### src/rtl/s38584_capture_bank.sv
// Two-stage capture bank. It selects one source lane, registers it, and writes it
// into an addressed entry. The entries drain as a valid/ready stream.
module s38584_capture_bank #(
  parameter int unsigned     WIDTH  = 4,
  parameter int unsigned     NSRC   = 8,
  parameter int unsigned     DEPTH  = 4,
  parameter int unsigned     SEL_W  = 3,
  parameter int unsigned     ADDR_W = 2,
  parameter logic [WIDTH-1:0] DFLT  = '0
) (
  input  logic                    CK,
  input  logic                    RN,
  input  logic                    run,
  input  logic                    cap_valid,
  output logic                    cap_ready,
  input  logic [SEL_W-1:0]        cap_sel,
  input  logic [ADDR_W-1:0]       cap_addr,
  input  logic [NSRC*WIDTH-1:0]   src,
  input  logic                    drain_start,
  output logic                    out_valid,
  input  logic                    out_ready,
  output logic [WIDTH-1:0]        out_data,
  output logic [ADDR_W-1:0]       out_idx,
  output logic                    out_last,
  output logic                    busy,
  output logic [7:0]              err_cnt
);

  localparam logic [ADDR_W-1:0] LastIdx = ADDR_W'(DEPTH - 1);

  typedef enum logic [1:0] {StIdle, StFlush, StDrain} state_e;

  state_e              state_q, state_d;
  logic [ADDR_W-1:0]   rd_ptr_q, rd_ptr_d;
  logic [WIDTH-1:0]    entry_q [DEPTH];
  logic                s2_vld_q;
  logic                s2_inr_q;
  logic [WIDTH-1:0]    s2_data_q;
  logic [ADDR_W-1:0]   s2_addr_q;
  logic [7:0]          err_cnt_q;

  logic                accept;
  logic                sel_ok;
  logic [WIDTH-1:0]    lane_sel;

  // Lane mux; out-of-range selects yield zero and are flagged, never written.
  always_comb begin
    lane_sel = '0;
    for (int unsigned i = 0; i < NSRC; i++) begin
      if (32'(cap_sel) == i) lane_sel = src[i*WIDTH +: WIDTH];
    end
    sel_ok = 32'(cap_sel) < NSRC;
  end

  // Capture handshake; reset is folded in so cap_ready stays low while RN is asserted.
  always_comb begin
    cap_ready = run & RN & (state_q == StIdle);
    accept    = cap_valid & cap_ready;
  end

  // Stage 1: accept register holding lane, address and range flag.
  always_ff @(posedge CK or negedge RN) begin
    if (!RN) begin
      s2_vld_q  <= 1'b0;
      s2_inr_q  <= 1'b0;
      s2_data_q <= '0;
      s2_addr_q <= '0;
    end else begin
      s2_vld_q <= accept;
      if (accept) begin
        s2_inr_q  <= sel_ok;
        s2_data_q <= lane_sel;
        s2_addr_q <= cap_addr;
      end
    end
  end

  // Stage 2: entry write. run=0 overrides everything, discarding any pending write.
  always_ff @(posedge CK or negedge RN) begin
    if (!RN) begin
      for (int unsigned i = 0; i < DEPTH; i++) entry_q[i] <= '0;
    end else if (!run) begin
      for (int unsigned i = 0; i < DEPTH; i++) entry_q[i] <= DFLT;
    end else if (s2_vld_q && s2_inr_q) begin
      entry_q[s2_addr_q] <= s2_data_q;
    end
  end

  // Rejected-select counter. It saturates and holds while run=0.
  always_ff @(posedge CK or negedge RN) begin
    if (!RN) begin
      err_cnt_q <= '0;
    end else if (run && s2_vld_q && !s2_inr_q && (err_cnt_q != 8'hFF)) begin
      err_cnt_q <= err_cnt_q + 8'd1;
    end
  end

  // State and read pointer registers.
  always_ff @(posedge CK or negedge RN) begin
    if (!RN) begin
      state_q  <= StIdle;
      rd_ptr_q <= '0;
    end else begin
      state_q  <= state_d;
      rd_ptr_q <= rd_ptr_d;
    end
  end

  // Next-state logic for the idle/flush/drain sequencer.
  always_comb begin
    state_d  = state_q;
    rd_ptr_d = rd_ptr_q;
    unique case (state_q)
      StIdle: begin
        if (drain_start) begin
          if (s2_vld_q || accept) begin
            state_d = StFlush;
          end else begin
            state_d  = StDrain;
            rd_ptr_d = '0;
          end
        end
      end
      StFlush: begin
        // No capture is accepted outside idle, so the pending write retires on this edge.
        if (!accept) begin
          state_d  = StDrain;
          rd_ptr_d = '0;
        end
      end
      StDrain: begin
        if (out_ready) begin
          rd_ptr_d = rd_ptr_q + 1'b1;
          if (rd_ptr_q == LastIdx) state_d = StIdle;
        end
      end
      default: state_d = StIdle;
    endcase
  end

  // Drain stream outputs. These are driven from registered state, so they hold while stalled.
  always_comb begin
    out_valid = (state_q == StDrain);
    out_data  = entry_q[rd_ptr_q];
    out_idx   = rd_ptr_q;
    out_last  = out_valid & (rd_ptr_q == LastIdx);
    busy      = (state_q != StIdle);
    err_cnt   = err_cnt_q;
  end

endmodule

### config.mk
export PLATFORM = sky130hd
export DESIGN_NAME = s38584_capture_bank
export DESIGN_NICKNAME = d
export VERILOG_FILES = /design/src/rtl/s38584_capture_bank.sv
export SDC_FILE = /design/constraint.sdc
export NUM_CORES = 1
export LEC_CHECK = 0
export CORE_ASPECT_RATIO = 1.1
export CORE_UTILIZATION = 42
export DETAILED_ROUTE_END_ITERATION = 10
export GPL_ROUTABILITY_DRIVEN = 0
export GPL_TIMING_DRIVEN = 0
export HOLD_SLACK_MARGIN = 0.05
export PLACE_DENSITY = 0.83
export SETUP_SLACK_MARGIN = 0.2
export SYNTH_ARGS = -nofsm -noshare
export SYNTH_HDL_FRONTEND = slang
export SYNTH_SLANG_ARGS = --single-unit
### constraint.sdc
create_clock -name CK -period 1.73 [get_ports CK]
set_input_delay 0.2595 -clock CK [delete_from_list [all_inputs] [get_ports CK]]
set_output_delay 0.2595 -clock CK [all_outputs]
set_load 0.01 [all_outputs]
Word level (Yosys, flattened, before mapping)
Index checks and enable logic that the tools add are counted.

storage, ports and cells
  register bits after elaboration = 36
  input port bits = 43

cells by class
  add/sub/neg operators = 2
  $lt $le $gt $ge = 3
  equal/unequal tests = 17
  mux-type cells = 27
  bitwise gates (word level) = 6
  reductions and logical operators = 13

operators by type and width
  cell                                                    count
  two-way mux 4 bit                                       11
  two-way mux 16 bit                                      2
  two-way mux 2 bit                                       9
  bitwise mux 16 bit                                      1
  equality test 3 bit (second input constant)             4
  case mux 2 bit (3 select lines)                         2
  adder 8 x 1 -> 8 bit (second input constant)            1
  binary-select mux 4 bit (select 2 bit)                  1
  demux 4 bit (select 2 bit)                              1
  inequality test 8 bit (second input constant)           1
  equality test 3 x 2 -> 1 bit (second input constant)    2
  >= comparator 3 bit (second input constant)             2
  inequality test 2 x 1 -> 1 bit (second input constant)  3
  inequality test 2 bit (second input constant)           3
  NOT 2 -> 3 bit                                          2
  logical AND 1 bit                                       5
  AND reduction 5 bit                                     1
  bitwise AND 1 bit                                       4
  equality test 2 bit (second input constant)             2
  AND reduction 4 bit                                     1
  equality test 3 x 1 -> 1 bit (second input constant)    1
  zero test 3 bit                                         1
  < comparator 3 x 1 -> 1 bit (second input constant)     1
  nonzero test 3 bit                                      1
  6 further kinds                                         6

Logic depth before layout (Yosys ltp)
  word-level depth = 9
  mapped depth = 6
  depth with buffers taken out = 5

Worst setup path after synthesis
Ideal clock, no wire load.

  path type = reg2reg
  start = register err_cnt_q[0] (netlist: err_cnt[0])
  end = register err_cnt_q[1] (netlist: err_cnt[1])
  arrival = 1.594 ns
  required time = 1.605 ns
  slack = 0.011 ns
  stages on the path, launching flop included = 5
  path buffers = 0
  clock period less this slack = 1.719 ns
  cells stage by stage = dfrtp_1 -> ha_1 -> and2_1 -> a311oi_4 -> mux2_2

between the ends
  cells in the longest elaborated chain, start to end = 2
  elaborated cells on any way between the ends = 3

RTL lines
  element                                                       RTL line  RTL
  from (decl)                                                   40        logic [7:0] err_cnt_q;
  from (signal assigned)                                        94        err_cnt_q <= err_cnt_q + 8'd1;
  branches (longest 2 deep; another with adder 8 x 1 -> 8 bit)  -

Parallel ways; which one is timed is not known.
A chain may end at the register's enable or synchronous reset.

Worst setup path in the final report
  start = register rd_ptr_q[0] (netlist: out_idx[0])
  end = output out_data[1]

between the ends
  cells in the longest elaborated chain, start to end = 4

RTL lines
  element                                                RTL line  RTL
  from (decl)                                            34        logic [ADDR_W-1:0] rd_ptr_q, rd_ptr_d;
  from (signal assigned)                                 105       rd_ptr_q <= rd_ptr_d;
  NOT 2 -> 3 bit (not written as such)                   144       out_data = entry_q[rd_ptr_q];
  binary-select mux 4 bit (select 2 bit)                 144
  two-way mux 4 bit (not written as such) (2 in series)  144
  to (decl)                                              22        output logic [WIDTH-1:0] out_data,

No other way between the ends. The select of a mux whose other input is x is not followed.

==> results.cfg <==
[status]
status = finished, violations left
violations = hold timing

[die]
dieArea_um2 = 5000
num_io_pins = 61
core_area_um2 = 4410
rows = 25
die_w_um = 67.5
die_h_um = 74.1
initial_core_util_pct = 45.0

[sta]
setup_viol = 0
tightest_slew_ps = 461
maxSlewViolCount = 0
hold_ws_ps = -78.0
skew_ps = 4.89
period_share_pct = 98.2
rsz0062_at_grt = true
fmax_mhz = 588
min_period_ps = 1700
hold_viol_final = 36
slew_headroom_pct = 69.1

[clock_tree]
clock-sinks = 36
cts_tree = done
htreeDepth = 2
insertion_delay_ps = 290
clkTransAtPathRegs_ps = 70
cts.path.max_buffers = 2
cts-buffers-inserted = 5
cts_root_buf = clkbuf_8

[global_route]
antenna_found_initial = 0
grt_pass1_vias = 1575
grt_usage_pct = 18.8
grt_pass1_wl_mm = 7.00
grt_max_degree = 39
gr-total-overflow = 0

[pwr]
max-vdd-ir-drop_uv = 443
p_leak_nw = 1.38
pwr_density_cell_nw_per_um2 = 929

[worst_setup_path]
r2r_slack_ps = 150
end_kind = output port
reg2reg_from = err_cnt[0]
path_cells = buf_8 > mux4_2 > buf_6
worstPathArrival_ps = 1440
max_stage_delay_ps = 510
startpoint = out_idx[0]
reg2reg_to = err_cnt[1]
cp_slowest_cell = mux4_2
cp_max_fo = 5
path_class = register to output port
reg2regPathDepth = 5
setup.worst_path.start_class = register
critPathRequiredTime_ps = 1470
critPathCapture = out_data[1]

[placement]
io_buffers = 60
dpl.hpwl_mm = 3.04
placed_area_um2 = 2660

[synthesis]
syn_nets = 229
postSynthCellCount = 184
syn_area_um2 = 1980
synth_area_leaders = dfrtp_1, mux2i_1, nor2b_1, mux4_2, xnor2_1
ys.warnings.count = 0
synth_top_area_share_pct = 45.4
ys_seq_area_share_pct = 45.4
ys_seq_elements = 36
synth_top_area_cell = dfrtp_1
syn_area_per_cell_um2 = 10.8
ys_types = 38

[detailed_routing]
final_antenna_net_count = 0
vias = 1645
wl_per_cell_um = 13.1
vias_per_cell = 5.14
drc = 0
drt_pass1_iterations = 4
routed_wl_mm = 4.20
dr.first_iter.drc_count = 75

[layout]
layout-area-overhead-vs-synth_pct = 47.4
fin_area_um2 = 2920
drive_gt1_share_pct = 23.3
nNetsFinal = 310
final_util_pct = 66.3
nFillCells = 364
n_antenna_cell = 0

[hold_path]
hold_path_class = input port to asynchronous set/reset pin

[run]
drv_cap = 0
## cell usage after synthesis (all sizes together)
cell,instances
o21ai,7
nand2b,4
xor2,1
nand2,11
a21oi,10
mux2,3
mux4,5
nand4b,3
nor3,1
nand3,6
o211ai,1
xnor2,6
nor2b,20
buf,6
a31oi,3
nand3b,1
o22ai,1
and4,2
nand4,2
o21bai,1
or2,1
nor3b,1
a21o,1
inv,6
o221ai,2
a22oi,1
and2,3
ha,2
a2bb2oi,2
nor2,7
dfrtp,36
mux2i,20
clkbuf,4
and3,3
a311oi,1
## cell families after synthesis
family | Yosys count | share of synthesized area (%)
simple gates | 65 | 19.1
flops | 36 | 45.4
compound gates | 30 | 10.2
mux | 28 | 17.5
buf+inv | 16 | 3.53
xor+xnor | 7 | 3.09
fa+ha+maj | 2 | 1.26
## layout make-up
type / count / area (µm²) / area share (%)
multi-input cells: 132 / 1060 / 36.4
flip-flops and latches: 36 / 902 / 30.9
repair buffers: 74 / 702 / 24.0
clock buffers: 6 / 82.6 / 2.82
plain buffers: 10 / 73.8 / 2.52
well taps: 54 / 67.6 / 2.31
inverters: 6 / 22.5 / 0.770
clock inverters: 2 / 10.0 / 0.342
## critical path: cells and delay by family (launching register included)
family | cells | cell delay, ps
mux | 1 | 510
flops | 1 | 370
buf+inv | 2 | 270
## registers in the layout, summed over array words and instances (netlist names)
signal,cells
entry_q,16
err_cnt,8
s2_data_q,4
out_idx,2
s2_addr_q,2
state_q,2
s2_inr_q,1
s2_vld_q,1
## worst min path at each step
| stage | depth (start not counted) | slack [ps] | to | startpoint |
|---|---|---|---|---|
| finish | 1 | -80 | s2_inr_q | RN |
| global route | 1 | -40 | s2_inr_q | RN |
| CTS | 1 | -70 | s2_inr_q | RN |
| detailed placement | 1 | 390 | s2_inr_q | RN |
| global placement | 1 | 470 | state_q[0] | state_q[1] |
| floorplan | 0 | -40 | entry_q[0] | RN |
## layer usage
| metal | global-route usage, % | wire length [µm] | vias to the layer above |
|---|---|---|---|
| met5 | 0 | 0 | - |
| met4 | 8.27 | 84 | 0 |
| met3 | 5.52 | 265 | 7 |
| met2 | 30.4 | 2060 | 60 |
| met1 | 23.3 | 1790 | 766 |
| li1 | - | - | 812 |
## report_power, final
part           internal [W]  switching [W]  leakage, nW
clock              0.000317       0.000282       0.0510
combinational      0.000577       0.000385        0.850
sequential         0.000990       0.000166        0.474
total               0.00188       0.000833         1.38
## layout by cell type, fill, tap and decap left out, types with 3 or more instances in the layout
master | Yosys | routed
clkbuf_2 | 0 | 4
mux2i_1 | 20 | 20
o21ai_0 | 7 | 7
dfrtp_1 | 36 | 35
mux4_2 | 5 | 5
nand4b_1 | 3 | 3
nand2_1 | 10 | 10
clkdlybuf4s50_1 | 0 | 44
clkbuf_8 | 0 | 6
a21oi_1 | 10 | 10
buf_4 | 1 | 14
and3_1 | 3 | 3
nand3_1 | 6 | 3
a31oi_1 | 3 | 3
dlymetal6s2s_1 | 0 | 4
nor2_1 | 7 | 6
nor2b_1 | 20 | 19
dlygate4sd2_1 | 0 | 4
buf_6 | 0 | 7
nand2b_1 | 4 | 4
inv_1 | 6 | 6
xnor2_1 | 6 | 5
buf_2 | 5 | 4
## through the flow
step / power, W / setup TNS [ps] / std cells / worst slack [ps]
2_1_floorplan: 0.00159 / 0 / 184 / 77.8
3_3_place_gp: 0.00196 / -31160 / 298 / -1270
3_5_place_dp: 0.00199 / -4540 / 298 / -348
4_1_cts: 0.00265 / -2.67 / 315 / -2.67
5_1_grt: 0.00291 / -83.8 / 320 / -34.6
6_report: 0.00272 / 0 / 320 / 30.7
## repair_timing
action,4_1_cts,5_1_grt
endpoints found under the hold margin,36,36
pin swaps,2,7
buffers inserted,9,5
gates resized for setup,42,19
setup endpoints to repair,26,23
cloned,0,0
No activity file was read; power rests on OpenSTA's default activity.
